$ cat src/rtl/vga_timing_pkg.sv
// VGA timing package: 640x480@60 default timings and RGB565 colour
// constants shared between the timing driver and pixel-source blocks.
package vga_timing_pkg;

    // Horizontal timing, in pixel clocks
    localparam int H_SYNC_DEF  = 96;
    localparam int H_BACK_DEF  = 48;
    localparam int H_DISP_DEF  = 640;
    localparam int H_FRONT_DEF = 16;
    localparam int H_TOTAL_DEF = H_SYNC_DEF + H_BACK_DEF
                               + H_DISP_DEF + H_FRONT_DEF;

    // Vertical timing, in lines
    localparam int V_SYNC_DEF  = 2;
    localparam int V_BACK_DEF  = 33;
    localparam int V_DISP_DEF  = 480;
    localparam int V_FRONT_DEF = 10;
    localparam int V_TOTAL_DEF = V_SYNC_DEF + V_BACK_DEF
                               + V_DISP_DEF + V_FRONT_DEF;

    // Pixel clocks in one full frame
    localparam int FRAME_CYCLES_DEF = H_TOTAL_DEF * V_TOTAL_DEF;

    // RGB565 colour constants
    localparam logic [15:0] BLACK = 16'h0000;
    localparam logic [15:0] WHITE = 16'hFFFF;
    localparam logic [15:0] BLUE  = 16'h001F;
    localparam logic [15:0] RED   = 16'hF800;
    localparam logic [15:0] GREEN = 16'h07E0;

    // Pack 5/6/5-bit components into one RGB565 word
    function automatic logic [15:0] rgb565(
        input logic [4:0] r,
        input logic [5:0] g,
        input logic [4:0] b
    );
        return {r, g, b};
    endfunction

endpackage

$ cat src/rtl/vga_timing_driver.sv
// VGA timing driver: horizontal/vertical counters with sync, pixel
// request and active-video decode; pixel data returns one cycle later.
module vga_timing_driver
    import vga_timing_pkg::*;
#(
    parameter int H_SYNC  = H_SYNC_DEF,
    parameter int H_BACK  = H_BACK_DEF,
    parameter int H_DISP  = H_DISP_DEF,
    parameter int H_FRONT = H_FRONT_DEF,
    parameter int V_SYNC  = V_SYNC_DEF,
    parameter int V_BACK  = V_BACK_DEF,
    parameter int V_DISP  = V_DISP_DEF,
    parameter int V_FRONT = V_FRONT_DEF
) (
    input  logic        vga_clk,
    input  logic        sys_rst,
    input  logic [15:0] pixel_data,
    output logic [9:0]  pixel_xpos,
    output logic [9:0]  pixel_ypos,
    output logic        data_req,
    output logic        vga_hs,
    output logic        vga_vs,
    output logic        video_en,
    output logic [15:0] vga_rgb,
    output logic        frame_start
);

    localparam int H_TOTAL = H_SYNC + H_BACK + H_DISP + H_FRONT;
    localparam int V_TOTAL = V_SYNC + V_BACK + V_DISP + V_FRONT;

    // Counter terminal values
    localparam logic [9:0] H_LAST = 10'(H_TOTAL - 1);
    localparam logic [9:0] V_LAST = 10'(V_TOTAL - 1);

    // Sync pulse widths
    localparam logic [9:0] H_SYNC_W = 10'(H_SYNC);
    localparam logic [9:0] V_SYNC_W = 10'(V_SYNC);

    // Active video window
    localparam logic [9:0] H_ACT_BEG = 10'(H_SYNC + H_BACK);
    localparam logic [9:0] H_ACT_END = 10'(H_SYNC + H_BACK + H_DISP - 1);
    localparam logic [9:0] V_ACT_BEG = 10'(V_SYNC + V_BACK);
    localparam logic [9:0] V_ACT_END = 10'(V_SYNC + V_BACK + V_DISP - 1);

    // Request window sits one pixel clock ahead of the active window
    localparam logic [9:0] H_REQ_BEG = 10'(H_SYNC + H_BACK - 1);
    localparam logic [9:0] H_REQ_END = 10'(H_SYNC + H_BACK + H_DISP - 2);

    logic [9:0] h_cnt_q;
    logic [9:0] h_cnt_d;
    logic [9:0] v_cnt_q;
    logic [9:0] v_cnt_d;

    logic       h_wrap;
    logic       v_wrap;
    logic       h_in_act;
    logic       h_in_req;
    logic       v_in_act;

    // Next-state for the pixel and line counters; both wrap together
    // on the last pixel of the last line
    always_comb begin
        h_wrap  = (h_cnt_q == H_LAST);
        v_wrap  = (v_cnt_q == V_LAST);
        h_cnt_d = h_wrap ? 10'd0 : h_cnt_q + 10'd1;
        v_cnt_d = v_cnt_q;
        if (h_wrap) begin
            v_cnt_d = v_wrap ? 10'd0 : v_cnt_q + 10'd1;
        end
    end

    // Counter registers, cleared asynchronously by reset
    always_ff @(posedge vga_clk or posedge sys_rst) begin
        if (sys_rst) begin
            h_cnt_q <= 10'd0;
            v_cnt_q <= 10'd0;
        end else begin
            h_cnt_q <= h_cnt_d;
            v_cnt_q <= v_cnt_d;
        end
    end

    // Window decode from the current counter values
    always_comb begin
        h_in_act = (h_cnt_q >= H_ACT_BEG) && (h_cnt_q <= H_ACT_END);
        h_in_req = (h_cnt_q >= H_REQ_BEG) && (h_cnt_q <= H_REQ_END);
        v_in_act = (v_cnt_q >= V_ACT_BEG) && (v_cnt_q <= V_ACT_END);
    end

    // Sync, request, position and video output decode; positions are
    // only subtracted inside the request window so they never underflow
    always_comb begin
        vga_hs      = (h_cnt_q >= H_SYNC_W);
        vga_vs      = (v_cnt_q >= V_SYNC_W);
        video_en    = h_in_act && v_in_act;
        data_req    = h_in_req && v_in_act;
        frame_start = (h_cnt_q == 10'd0) && (v_cnt_q == 10'd0);
        pixel_xpos  = 10'd0;
        pixel_ypos  = 10'd0;
        if (data_req) begin
            pixel_xpos = h_cnt_q - H_REQ_BEG;
            pixel_ypos = v_cnt_q - V_ACT_BEG;
        end
        vga_rgb = video_en ? pixel_data : BLACK;
    end

endmodule
$ cat config.mk
export PLATFORM = sky130hd
export DESIGN_NAME = vga_timing_driver
export DESIGN_NICKNAME = d
export VERILOG_FILES = /design/src/rtl/vga_timing_pkg.sv /design/src/rtl/vga_timing_driver.sv
export SDC_FILE = /design/constraint.sdc
export NUM_CORES = 1
export LEC_CHECK = 0
export CAP_MARGIN = 20
export CORE_ASPECT_RATIO = 1.5
export CORE_UTILIZATION = 35
export DETAILED_ROUTE_END_ITERATION = 16
export PLACE_DENSITY = 0.76
export SLEW_MARGIN = 5
export SYNTH_ARGS = -nofsm -noshare
export SYNTH_HDL_FRONTEND = slang
export SYNTH_SLANG_ARGS = --single-unit
$ cat constraint.sdc
create_clock -name vga_clk -period 2.1 [get_ports vga_clk]
set_input_delay 0.42 -clock vga_clk [delete_from_list [all_inputs] [get_ports vga_clk]]
set_output_delay 0.42 -clock vga_clk [all_outputs]
set_load 0.01 [all_outputs]
==> metrics, run 1 <==
status finished with violations; failing checks negative setup slack; clk sinks 20; residual DRC count 0; global-route wire length before repair 9690 um; htree depth 1; Avg WL per Cell 16.0 um; clock tree buffer depth 2; die area 5450 um2; Worst path depth 6; PwrDens 227 nW/um2; Fin Clk Skew 0.00313 ns; Rel. slew slack 0.780; Internal Power 581 uW; routability congestion estimate 0.847; area of the multi-input gates 1420 um2; Inst Count DP 361; Avg Cell Area, Syn 9.01 um2; crit path cell chain nor4_4 -> a31oi_2 -> a21o_4 -> bufbuf_16 -> nor3_4 -> buf_2; Detailed Route WL 6140 um; Total GRT Usage 0.235; sequential-to-total area share from yosys stat 0.278; max frequency 0.402 GHz; crit path capture type primary output; Seq. cell area 500 um2; final cell count without fillers 384; Pre-Repair DR Iteration Count 4; yosys warns 0; Synth area leader dfrtp_1; Worst Tran Pin Value 0.328 ns; synthesized cell area 1800 um2; ANT nets after route 0; violation count after the first detailed-route iteration 65; reg2reg path depth 7; final worst slack -0.388 ns; CP arrival 2.07 ns; min Tclk post-route 2.49 ns; largest net degree at the start of global routing 21; Synth cell types 44; number of cell rows 31; peak per-stage delay on the critical path 0.41 ns; CP Launch Point v_cnt_q[5]; CTS root buf clkbuf_8; Syn-to-layout area delta 78.8%; Place WS -0.517 ns; post-DR vias/cell 5.07; critical path required time 1.68 ns; FILL cells 383; Min Hold Slack 0.476 ns; worst path bufs/invs 2; grt ovf 0; # hold bufs at CTS 0; asr flop ratio synth 1.00; #FFs+latches synth 20; die width 60.6 um; Final Util 0.660; die height 89.9 um; Main synth FF type dfrtp_1; Pleak 0.00157 uW; commonest cells after routing, fill and taps aside 54 x buf_4, 29 x buf_6, 27 x buf_2, 20 x dfrtp_1, 17 x clkdlybuf4s50_1; Sw Pwr 153 uW; clk slew on worst S/H paths 0.08 ns; total core area 4890 um2; Initial Utilization 0.369; most common cell after layout, fill and taps aside buf_4; CTS tree built; Seq pwr share 0.525; initial antenna violation count 0; Startpoint Class register; Clock power frac 0.420; RSZ-0062 raised after global routing true; share of cells above drive strength 1 0.550; Skew-Pair Late Insertion Delay 0.27 ns; Slew Viols, Final 0; IO Count 59; nets 342; Inserted Diodes 0; post-synth net total 223; Worst VDD drop 0.203 mV; Final Hold Viols 0; PortBufs 58; final setup vio count 39; largest cells by area after synthesis dfrtp_1 28%, nor3_2 8.3%, xnor2_1 7.3%; max-cap violations 0; Via Count 1945; R2R Path Start h_cnt_q[5]; combinational fraction of design power 0.056; post-synth top area share 0.278; vias in the first global route 2070; Tcrit/Tclk final 1.18; Slowest-stage cell, CP dfrtp_1; delay-heaviest family, CP simple AND/OR/NAND/NOR gates; hpwl dp 3860 um; Inserted Clock Buffers 3; Post-synth EDFFs 0; sw frac 0.208; Worst Path Max Fanout 6; critical path type reg2out; worst hold path class in2async; Synth Instances 200
cells in the mapped netlist, types with 2 or more instances:
master	instances
inv_1	10
o22ai_1	3
a31oi_1	3
buf_6	4
nand4_1	4
nand2_1	10
nor4bb_1	2
buf_4	3
clkbuf_1	3
nand3_1	9
nor3_2	15
o21ai_0	9
buf_2	7
nor4_1	2
ha_1	5
dfrtp_1	20
nor2_1	9
and3_1	4
xnor2_1	15
or3_1	3
a21oi_1	4
and4_1	4
nand4b_1	2
nor4b_2	2
and2_1	16
xor2_1	8
nor3_1	7
metrics by stage:
stage               TNS, ns  area (um2)  power, uW
finish               -13.58        3220        733
global route         -15.75        3220        763
CTS                  -13.31        3100        728
detailed placement   -16.42        2790        433
global placement     -14.96        2790        432
floorplan            -0.175        1800        398
tightest hold or removal path, delay by kind of cell:
kind / cells / cell delay, ns
buf+inv: 3 / 0.71
per-layer routing:
| metal | vias up | GRT usage | share of wire |
|---|---|---|---|
| li1 | 938 | - | - |
| met1 | 952 | 0.265 | 0.37 |
| met2 | 44 | 0.422 | 0.58 |
| met3 | 11 | 0.0173 | 0.018 |
| met4 | 0 | 0.110 | 0.025 |
| met5 | - | 0 | 0 |
flip-flops by register name, summed over array words and instances, names as in the netlist:
| signal | cells |
|---|---|
| v_cnt_q | 10 |
| h_cnt_q | 10 |
logic make-up after synthesis:
| kind of cell | Yosys count | synth area share |
|---|---|---|
| xor gates and xnor gates | 23 | 0.112 |
| and+or+nand+nor | 97 | 0.378 |
| AOI/OAI and AO/OA | 27 | 0.112 |
| DFF | 20 | 0.278 |
| adders and majority gates | 5 | 0.0347 |
| buffers and inverters | 28 | 0.0860 |
final timing paths:
path | end | slack [ns]
setup / recovery | pixel_xpos[5] | -0.39
hold / removal | v_cnt_q[5] | 0.48
setup reg to reg | v_cnt_q[6] | 0.21
hold reg to reg | h_cnt_q[0] | 0.59
max in group asynchronous | h_cnt_q[7] | 1.40
min in group vga_clk | h_cnt_q[0] | 0.59
power by group through the flow:
stage	combinational [uW]	clock (uW)	sequential [uW]
finish	40.9	308	385
global route	44.4	334	385
floorplan	5.99	0	392
CTS	41.0	302	385
global placement	39.9	0	392
detailed placement	40.2	0	392
final cells by class:
type | count | area share
Clock buffer | 4 | 0.0171
Inverter | 10 | 0.0124
Multi-Input combinational cell | 152 | 0.441
Sequential cell | 20 | 0.155
Tap cell | 66 | 0.0256
Timing Repair Buffer | 132 | 0.348
what timing repair did:
item,CTS,global route
setup endpoints to repair,41,40
pin swaps,26,19
endpoints found under the hold margin,0,0
gates cloned,2,0
buffers inserted,19,5
gates resized for setup,214,32
Power figures use the tool's default switching activity.
==> inputs of run 2 (changes only) <==
Settings changed: CAP_MARGIN 20 to 10.
==> results of run 2 <==
The final DEF is identical to that of run 1; final timing and power are the same.
==> inputs of run 3 (changes only) <==
Settings changed: CAP_MARGIN 10 to default, CORE_UTILIZATION 35 to 42, PLACE_DENSITY 0.76 to 0.87.
==> run 3 against run 2 <==
Net effect:
- the flow still finishes with violations (negative setup slack)
- core utilization up 21 points
- setup slack worse by 0.15 ns
- first-iteration DRC count up 65%
- clock skew about the same
- register-to-register slack worse by 0.22 ns
- sequential share of layout area down 1.1 points
- global-route usage up 8.9 points
- combinational power up 5.1%
- worst hold slack better by 0.055 ns
- design area up 8.7%
- die area down 16%
- wire length up 39%
- critical path type unchanged
- largest cell class unchanged
==> metrics, run 3 (synthesis gave the netlist of run 1 again) <==
status finished with violations; failing checks negative setup slack; biggest regs h_cnt_q (10), v_cnt_q (10); Pleak 0.00167 uW; Initial Utilization 0.448; CTS root buf clkbuf_8; Final Hold Viols 0; RSZ-0062 raised after global routing true; grt ovf 0; Worst Tran Pin Value 0.360 ns; max frequency 0.379 GHz; Pre-Repair DR Iteration Count 4; # hold bufs at CTS 0; ANT nets after route 0; share of cells above drive strength 1 0.620; Slew Viols, Final 0; Inserted Diodes 0; most common cell after layout, fill and taps aside buf_4; number of cell rows 28; Syn-to-layout area delta 94.3%; Skew-Pair Late Insertion Delay 0.26 ns; die height 82.2 um; FILL cells 209; Inserted Clock Buffers 3; Worst VDD drop 0.264 mV; htree depth 1; vias in the first global route 2358; crit path capture type primary output; Final Util 0.870; PortBufs 58; Rel. slew slack 0.757; critical path required time 1.68 ns; Tcrit/Tclk final 1.25; post-DR vias/cell 5.87; PwrDens 196 nW/um2; CTS tree built; CP arrival 2.22 ns; Startpoint Class register; area of the multi-input gates 1470 um2; final worst slack -0.535 ns; initial antenna violation count 0; Worst Path Max Fanout 8; clk sinks 20; min Tclk post-route 2.64 ns; violation count after the first detailed-route iteration 107; clock tree buffer depth 2; nets 367; Via Count 2272; Seq. cell area 504 um2; hpwl dp 4220 um; die area 4560 um2; routability congestion estimate 0.869; worst hold path class in2async; die width 55.5 um; IO Count 59; Total GRT Usage 0.324; largest net degree at the start of global routing 21; max-cap violations 0; final setup vio count 40; placed cell area 2820 um2; critical path type reg2out; commonest cells after routing, fill and taps aside 61 x buf_4, 54 x buf_6, 22 x buf_2, 17 x dfrtp_1, 17 x clkdlybuf4s50_1; Non-Filler Cell Area, Final 3500 um2; global-route wire length before repair 11300 um; final total power 687 uW; residual DRC count 0; Detailed Route WL 8510 um; Avg WL per Cell 22.0 um; Fin Clk Skew 0.00341 ns; total core area 4030 um2; clk slew on worst S/H paths 0.08 ns
## run 3: cell types whose count changed in the layout (fill, tap and decap cells not counted), moves of 2 or more
cell     delta
nor3_4      -3
and2_4      +4
nor3_2      +3
buf_6      +25
dfrtp_2     +3
buf_4       +7
buf_2       -5
dfrtp_1     -3
ha_1        -2
and2_1      -4
## run 3: what timing repair did
item	in CTS	in global routing
buffers inserted	31	12
gates resized for setup	211	83
setup endpoints to repair	41	44
pin swaps	18	40
gates cloned	3	0
## run 3: worst paths after layout
check | cells past startpoint | from | to | slack, ns
min in group vga_clk | 2 | h_cnt_q[0] | h_cnt_q[0] | 0.62
max | 7 | v_cnt_q[5] | pixel_xpos[5] | -0.54
min | 3 | sys_rst | v_cnt_q[5] | 0.53
max reg2reg | 8 | h_cnt_q[0] | v_cnt_q[6] | -0.01
max in group asynchronous | 3 | sys_rst | v_cnt_q[2] | 1.33
min reg2reg | 2 | h_cnt_q[0] | h_cnt_q[0] | 0.62
## run 3: worst max-delay path: stages, from the launching register on
cell     delay (ns)
dfrtp_1        0.44
nor4_4         0.43
a31oi_4        0.16
buf_6          0.14
a21o_4         0.23
buf_12         0.16
nor3_2         0.21
buf_2          0.18
## run 3: layout make-up
class | instances | share of cell area
multi-input cells | 152 | 0.419
clock buffers | 3 | 0.0118
well taps | 45 | 0.0161
inverters | 10 | 0.0107
repair buffers | 157 | 0.398
flip-flops and latches | 20 | 0.144
## run 3: metal layers
| layer | up-vias | share of wire | wire length (um) | track usage |
|---|---|---|---|---|
| met5 | - | 0 | 0 | 0 |
| met4 | 0 | 0.071 | 604 | 0.218 |
| met3 | 50 | 0.035 | 299 | 0.0421 |
| met2 | 107 | 0.56 | 4740 | 0.661 |
| met1 | 1121 | 0.34 | 2870 | 0.295 |
| li1 | 994 | - | - | - |
## run 3: report_power, final
part | internal [uW] | switching [uW] | total, uW | leakage, uW
Sequential | 385 | 0 | 385 | 0.000260
Combinational | 28.9 | 14.2 | 43.0 | 0.00139
Clock | 128 | 131 | 259 | 0.0000216
## run 3: metrics by stage
step / cells / hold slack, ns / worst slack [ns] / TNS (ns)
after floorplan: 200 / 0.384 / -0.0438 / -0.175
after global placement: 350 / 0.561 / -0.392 / -12.79
after detailed placement: 350 / 0.567 / -0.430 / -14.53
after CTS: 387 / 0.497 / -0.461 / -14.27
after global routing: 387 / 0.554 / -0.574 / -19.21
final: 387 / 0.532 / -0.535 / -17.59
